**src/rtl/wb_pkg.sv**
```systemverilog
// rtl/wb_pkg.sv - shared widths and the write-back entry type
package wb_pkg;

    localparam int REG_W  = 5;
    localparam int DATA_W = 32;

    // One pending register-file write: destination register and its value.
    typedef struct packed {
        logic [REG_W-1:0]  rd;
        logic [DATA_W-1:0] data;
    } wb_entry_t;

endpackage

```
**src/rtl/wb_fifo.sv**
```systemverilog
// rtl/wb_fifo.sv - DEPTH-entry FIFO with two ordered write ports and one read port
//   push0/push0_entry : first (older) write port
//   push1/push1_entry : second write port, lands behind push0 when both fire
//   pop               : advance the head
//   head              : entry at the read pointer
//   count             : occupancy
//   entry_valid       : per-slot occupied flags, entries: raw slot contents
module wb_fifo
    import wb_pkg::*;
#(
    parameter int DEPTH = 4,
    localparam int PW = $clog2(DEPTH),
    localparam int CW = PW + 1
) (
    input  logic                        clk,
    input  logic                        rst_n,
    input  logic                        push0,
    input  wb_entry_t                   push0_entry,
    input  logic                        push1,
    input  wb_entry_t                   push1_entry,
    input  logic                        pop,
    output wb_entry_t                   head,
    output logic [CW-1:0]               count,
    output logic [DEPTH-1:0]            entry_valid,
    output wb_entry_t [DEPTH-1:0]       entries
);

    logic [PW-1:0]          wr_ptr;
    logic [PW-1:0]          rd_ptr;
    logic [PW-1:0]          wr_ptr_p1;
    logic [PW-1:0]          push1_idx;
    logic [1:0]             n_push;
    wb_entry_t [DEPTH-1:0]  slots;

    assign n_push    = {1'b0, push0} + {1'b0, push1};
    assign wr_ptr_p1 = wr_ptr + PW'(1);
    // The second port takes the slot after the first when both write together.
    assign push1_idx = push0 ? wr_ptr_p1 : wr_ptr;

    always_ff @(posedge clk or negedge rst_n) begin
        if (!rst_n) begin
            wr_ptr <= '0;
            rd_ptr <= '0;
            count  <= '0;
        end else begin
            wr_ptr <= wr_ptr + PW'(n_push);
            if (pop) begin
                rd_ptr <= rd_ptr + PW'(1);
            end
            count <= count + CW'(n_push) - CW'(pop);
        end
    end

    // Payload storage needs no reset; occupancy is tracked by count.
    always_ff @(posedge clk) begin
        if (push0) begin
            slots[wr_ptr] <= push0_entry;
        end
        if (push1) begin
            slots[push1_idx] <= push1_entry;
        end
    end

    // A slot is live when its distance from the head is below the occupancy.
    for (genvar i = 0; i < DEPTH; i++) begin : g_valid
        logic [PW-1:0] offset;
        assign offset         = PW'(i) - rd_ptr;
        assign entry_valid[i] = ({1'b0, offset} < count);
    end

    assign head    = slots[rd_ptr];
    assign entries = slots;

endmodule

```
**src/rtl/writeback_arbiter.sv**
```systemverilog
// rtl/writeback_arbiter.sv - merges MEM and ALU results into the register-file write port
//   mem_valid/mem_reg/mem_data/mem_ready : load path result handshake
//   alu_valid/alu_reg/alu_data/alu_ready : ALU result handshake
//   pend_reg1/pend_reg2 -> pend_hit1/pend_hit2 : outstanding-write query for decode
//   RegWrite/write_reg/write_data : registered register-file write
//   count : FIFO occupancy
module writeback_arbiter
    import wb_pkg::*;
#(
    parameter int DEPTH = 4,
    localparam int CW = $clog2(DEPTH) + 1
) (
    input  logic              clk,
    input  logic              rst_n,
    input  logic              mem_valid,
    input  logic [REG_W-1:0]  mem_reg,
    input  logic [DATA_W-1:0] mem_data,
    output logic              mem_ready,
    input  logic              alu_valid,
    input  logic [REG_W-1:0]  alu_reg,
    input  logic [DATA_W-1:0] alu_data,
    output logic              alu_ready,
    input  logic [REG_W-1:0]  pend_reg1,
    input  logic [REG_W-1:0]  pend_reg2,
    output logic              pend_hit1,
    output logic              pend_hit2,
    output logic              RegWrite,
    output logic [REG_W-1:0]  write_reg,
    output logic [DATA_W-1:0] write_data,
    output logic [CW-1:0]     count
);

    logic                   mem_stores;
    logic [CW-1:0]          free;
    logic                   push0;
    logic                   push1;
    logic                   pop;
    wb_entry_t              head;
    logic [DEPTH-1:0]       entry_valid;
    wb_entry_t [DEPTH-1:0]  entries;
    logic                   fifo_hit1;
    logic                   fifo_hit2;

    // Writes to r0 are architecturally discarded, so they never claim a slot.
    assign mem_stores = mem_valid && (mem_reg != '0);
    assign free       = CW'(DEPTH) - count;

    // ALU may take the last free slot only when MEM is not also claiming it;
    // MEM wins because it is the older instruction.
    assign mem_ready = (free != '0);
    assign alu_ready = (free >= CW'(2)) || ((free == CW'(1)) && !mem_stores);

    assign push0 = mem_valid && mem_ready && (mem_reg != '0);
    assign push1 = alu_valid && alu_ready && (alu_reg != '0);
    assign pop   = (count != '0);

    wb_fifo #(.DEPTH(DEPTH)) u_fifo (
        .clk         (clk),
        .rst_n       (rst_n),
        .push0       (push0),
        .push0_entry ('{rd: mem_reg, data: mem_data}),
        .push1       (push1),
        .push1_entry ('{rd: alu_reg, data: alu_data}),
        .pop         (pop),
        .head        (head),
        .count       (count),
        .entry_valid (entry_valid),
        .entries     (entries)
    );

    always_ff @(posedge clk or negedge rst_n) begin
        if (!rst_n) begin
            RegWrite   <= 1'b0;
            write_reg  <= '0;
            write_data <= '0;
        end else begin
            RegWrite <= pop;
            if (pop) begin
                write_reg  <= head.rd;
                write_data <= head.data;
            end
        end
    end

    // The write being driven this cycle has not reached the register file yet,
    // so it still counts as pending alongside the queued entries.
    always_comb begin
        fifo_hit1 = 1'b0;
        fifo_hit2 = 1'b0;
        for (int i = 0; i < DEPTH; i++) begin
            if (entry_valid[i] && (entries[i].rd == pend_reg1)) begin
                fifo_hit1 = 1'b1;
            end
            if (entry_valid[i] && (entries[i].rd == pend_reg2)) begin
                fifo_hit2 = 1'b1;
            end
        end
        pend_hit1 = (pend_reg1 != '0) && (fifo_hit1 || (RegWrite && (write_reg == pend_reg1)));
        pend_hit2 = (pend_reg2 != '0) && (fifo_hit2 || (RegWrite && (write_reg == pend_reg2)));
    end

endmodule
```
**config.mk**
```make
export PLATFORM = sky130hd
export DESIGN_NAME = writeback_arbiter
export DESIGN_NICKNAME = d
export VERILOG_FILES = /design/src/rtl/wb_pkg.sv /design/src/rtl/wb_fifo.sv /design/src/rtl/writeback_arbiter.sv
export SDC_FILE = /design/constraint.sdc
export NUM_CORES = 1
export LEC_CHECK = 0
export ABC_AREA = 0
export BUFFER_PORTS_ARGS = -buffer_cell sky130_fd_sc_hd__buf_4
export CORE_UTILIZATION = 45
export DETAILED_ROUTE_END_ITERATION = 16
export PLACE_DENSITY = 0.64
export SLEW_MARGIN = 20
export SYNTH_ARGS = -nofsm -noshare
export SYNTH_HDL_FRONTEND = slang
export SYNTH_SLANG_ARGS = --single-unit
```
**constraint.sdc**
```tcl
create_clock -name clk -period 5.9 [get_ports clk]
set_clock_uncertainty 0.15 [all_clocks]
set_input_delay 1.18 -clock clk [delete_from_list [all_inputs] [get_ports clk]]
set_output_delay 1.18 -clock clk [all_outputs]
set_load 0.02 [all_outputs]
```
==> results.yml <==
logic_synthesis:
  async_flop_share: 0.233
  synth-edff-count: 0
  synth.cell_area_um2: 10600
  syn_inst: 842
  synth_cell_types: 41
  avgSynthCellArea_um2: 12.6
  yosysSeqAreaShare: 0.385
  yosysWarnings: 0
  yosys_most_used_dff: "dfxtp_1"
  synth_nets: 949
  synth_seq_cells: 193
global_route:
  grt_pass1_wl_mm: 39.4
  top_usage_layer: "met2"
  use_met1: 0.282
  grt_start_max_net_pins: 46
  use_met2: 0.361
  met3_usage: 0.0314
  track_usage: 0.213
  antenna_found_initial: 0
  grt_overflow: 0
  grt_pass1_vias: 7028
routing:
  vias_per_cell: 5.25
  ant_nets: 0
  dr.pass1.iters: 4
  vias: 6687
  drtIter0Drc: 250
  wire_per_inst_um: 19.4
  route.detailed.drc: 0
  postRouteWirelength_mm: 24.7
pwr:
  ir_worst_vdd_mv: 0.262
  switching_share: 0.344
  intPower_mw: 5.17
  total_power_mw: 7.89
  p_per_area_nw_per_um2: 642
  pwr-share-comb: 0.529
  p_leak_nw: 5.35
  p_clk_frac: 0.145
  power.switching_mw: 2.71
  seqPwrFrac: 0.325
setup_path:
  worstPathArrival_ps: 3190
  crit_slowest_cell: "dfrtp_2"
  path_common_cell: "buf_4"
  worstSetupStartpointType: "flip-flop"
  critical_path_class: "reg2out"
  critPathMaxStageDelay_ps: 590
  critPathLaunch: "u_fifo.rd_ptr[1]$_DFFE_PN0N_"
  worstPathMaxFanout: 29
  crit_path_cell_trace: "buf_4 > xnor2_1 > inv_1 > ha_1 > nand2b_1 > o2bb2ai_1 > or4_1 > nand4_1 > o22a_1 > buf_4"
  cp-end-kind: "output port"
  r2r-start: "u_fifo.count[0]$_DFF_PN0_"
  required_ps: 4570
status:
  status: "finished clean"
place:
  placed_area_um2: 11700
  dp_slack_ps: 1650
  portBuffers: 132
  gp_congestion: 0.860
  dp.cells: 1242
  dp_hpwl_mm: 16.0
clock_network:
  cts_sinks: 193
  post-cts-setup-buffers: 0
  cts_root_buf: "clkbuf_16"
  clkTransAtPathRegs_ps: 80
  cts.path.max_buffers: 2
  cts_tree: "yes"
  cts_resized: 0
  numCtsBuffers: 17
  htreeDepth: 4
  clkLatencyLatePin_ps: 430
  cts_hold_buf: 0
layout:
  finalInstanceArea_um2: 12300
  final_nets: 1055
  drive_gt1_frac: 0.540
  layout.cells.non_filler: 1274
  antenna_cells: 0
  final_core_util: 0.537
  syn2layout_area_growth_pct: 15.7
  largest_reg_flops: 148
  mostFrequentLayoutCells: "mux2_2, dfxtp_1, buf_4, nand2_1, mux2_4"
  layout_commonest_cell: "mux2_2"
sta:
  tightestPinTransition_ps: 1060
  drv_slew: 0
  max_freq_mhz: 221
  maxSlewHeadroom: 0.289
  finalSetupViolations: 0
  fin_ws_ps: 1380
  hold_viol_final: 0
  finalCriticalPeriod_ps: 4520
  rsz0062_at_grt: "no"
  holdWs_ps: 321
  fin_crit_sh: 0.766
  fin_setup_tns_ps: 0
hold_path:
  hold_class: "reg2reg"
  min-delay-start: "write_data[23]$_DFFE_PN0N_"
die:
  io_pins: 133
  start_util: 0.464
  num_rows: 55
  die_w_um: 156
  die-height_um: 156
  dieArea_um2: 24200
  core-area_um2: 22800
flow_run:
  drv_cap: 0
[final timing paths]
check                                                to  slack, ps  cells after the start
min in group asynchronous      write_reg[0]$_DFFE_PN0N_        620                      1
setup / recovery                              pend_hit2       1380                     10
max in group asynchronous  u_fifo.rd_ptr[0]$_DFFE_PN0N_       4500                      1
hold / removal               write_data[23]$_DFFE_PN0N_        320                      2
setup reg to reg              u_fifo.count[2]$_DFF_PN0_       2320                     12
hold reg to reg              write_data[23]$_DFFE_PN0N_        320                      2
[metal layers]
metal	vias up	routed length, um	share of wire
li1	3231	-	-
met5	-	0	0
met1	3290	11600	0.47
met4	0	318	0.013
met2	146	12000	0.48
met3	20	824	0.033
[cell families (layout without fill, tap and decap cells)]
logic type | Yosys count | count (layout) | share of synthesized area
flops | 193 | 193 | 0.385
mux | 333 | 333 | 0.423
simple gates | 153 | 153 | 0.0643
xor+xnor | 57 | 57 | 0.0471
buf+inv | 68 | 187 | 0.0407
fa+ha+maj | 19 | 19 | 0.0231
compound gates | 19 | 19 | 0.0169
[cell usage after synthesis (9+ instances only)]
cell	n	area (um2)
nand2_1	111	417
mux2_4	84	1260
clkbuf_1	19	71.3
nand3_1	9	45.0
mux4_2	37	833
xor2_1	26	228
ha_1	18	225
mux2_2	212	2390
dfrtp_1	45	1130
dfxtp_1	148	2960
inv_1	14	52.6
buf_2	12	60.1
xnor2_1	31	272
[critical path: cells and delay by family (launching register included)]
kind / cells / cell delay, ps
AOI/OAI and AO/OA: 2 / 230
xor gates and xnor gates: 1 / 210
adders and majority gates: 1 / 270
buffers and inverters: 3 / 710
DFF: 1 / 590
and+or+nand+nor: 3 / 730
[power groups by stage]
stage / clock, mW / combinational (mW) / sequential [mW]
global placement: 0 / 4.12 / 2.58
detailed placement: 0 / 4.20 / 2.59
floorplan: 0 / 3.29 / 2.57
CTS: 1.18 / 4.21 / 2.57
finish: 1.15 / 4.17 / 2.56
global route: 1.23 / 4.54 / 2.66
[final cells by class]
cell class	count	area, um2
inverters	14	52.6
fillers	2038	10600
clock buffers	20	437
clock inverters	12	135
repair buffers	141	1060
well taps	313	392
multi-input cells	581	6110
flip-flops and latches	193	4090
(Power assumes the default switching activity.)
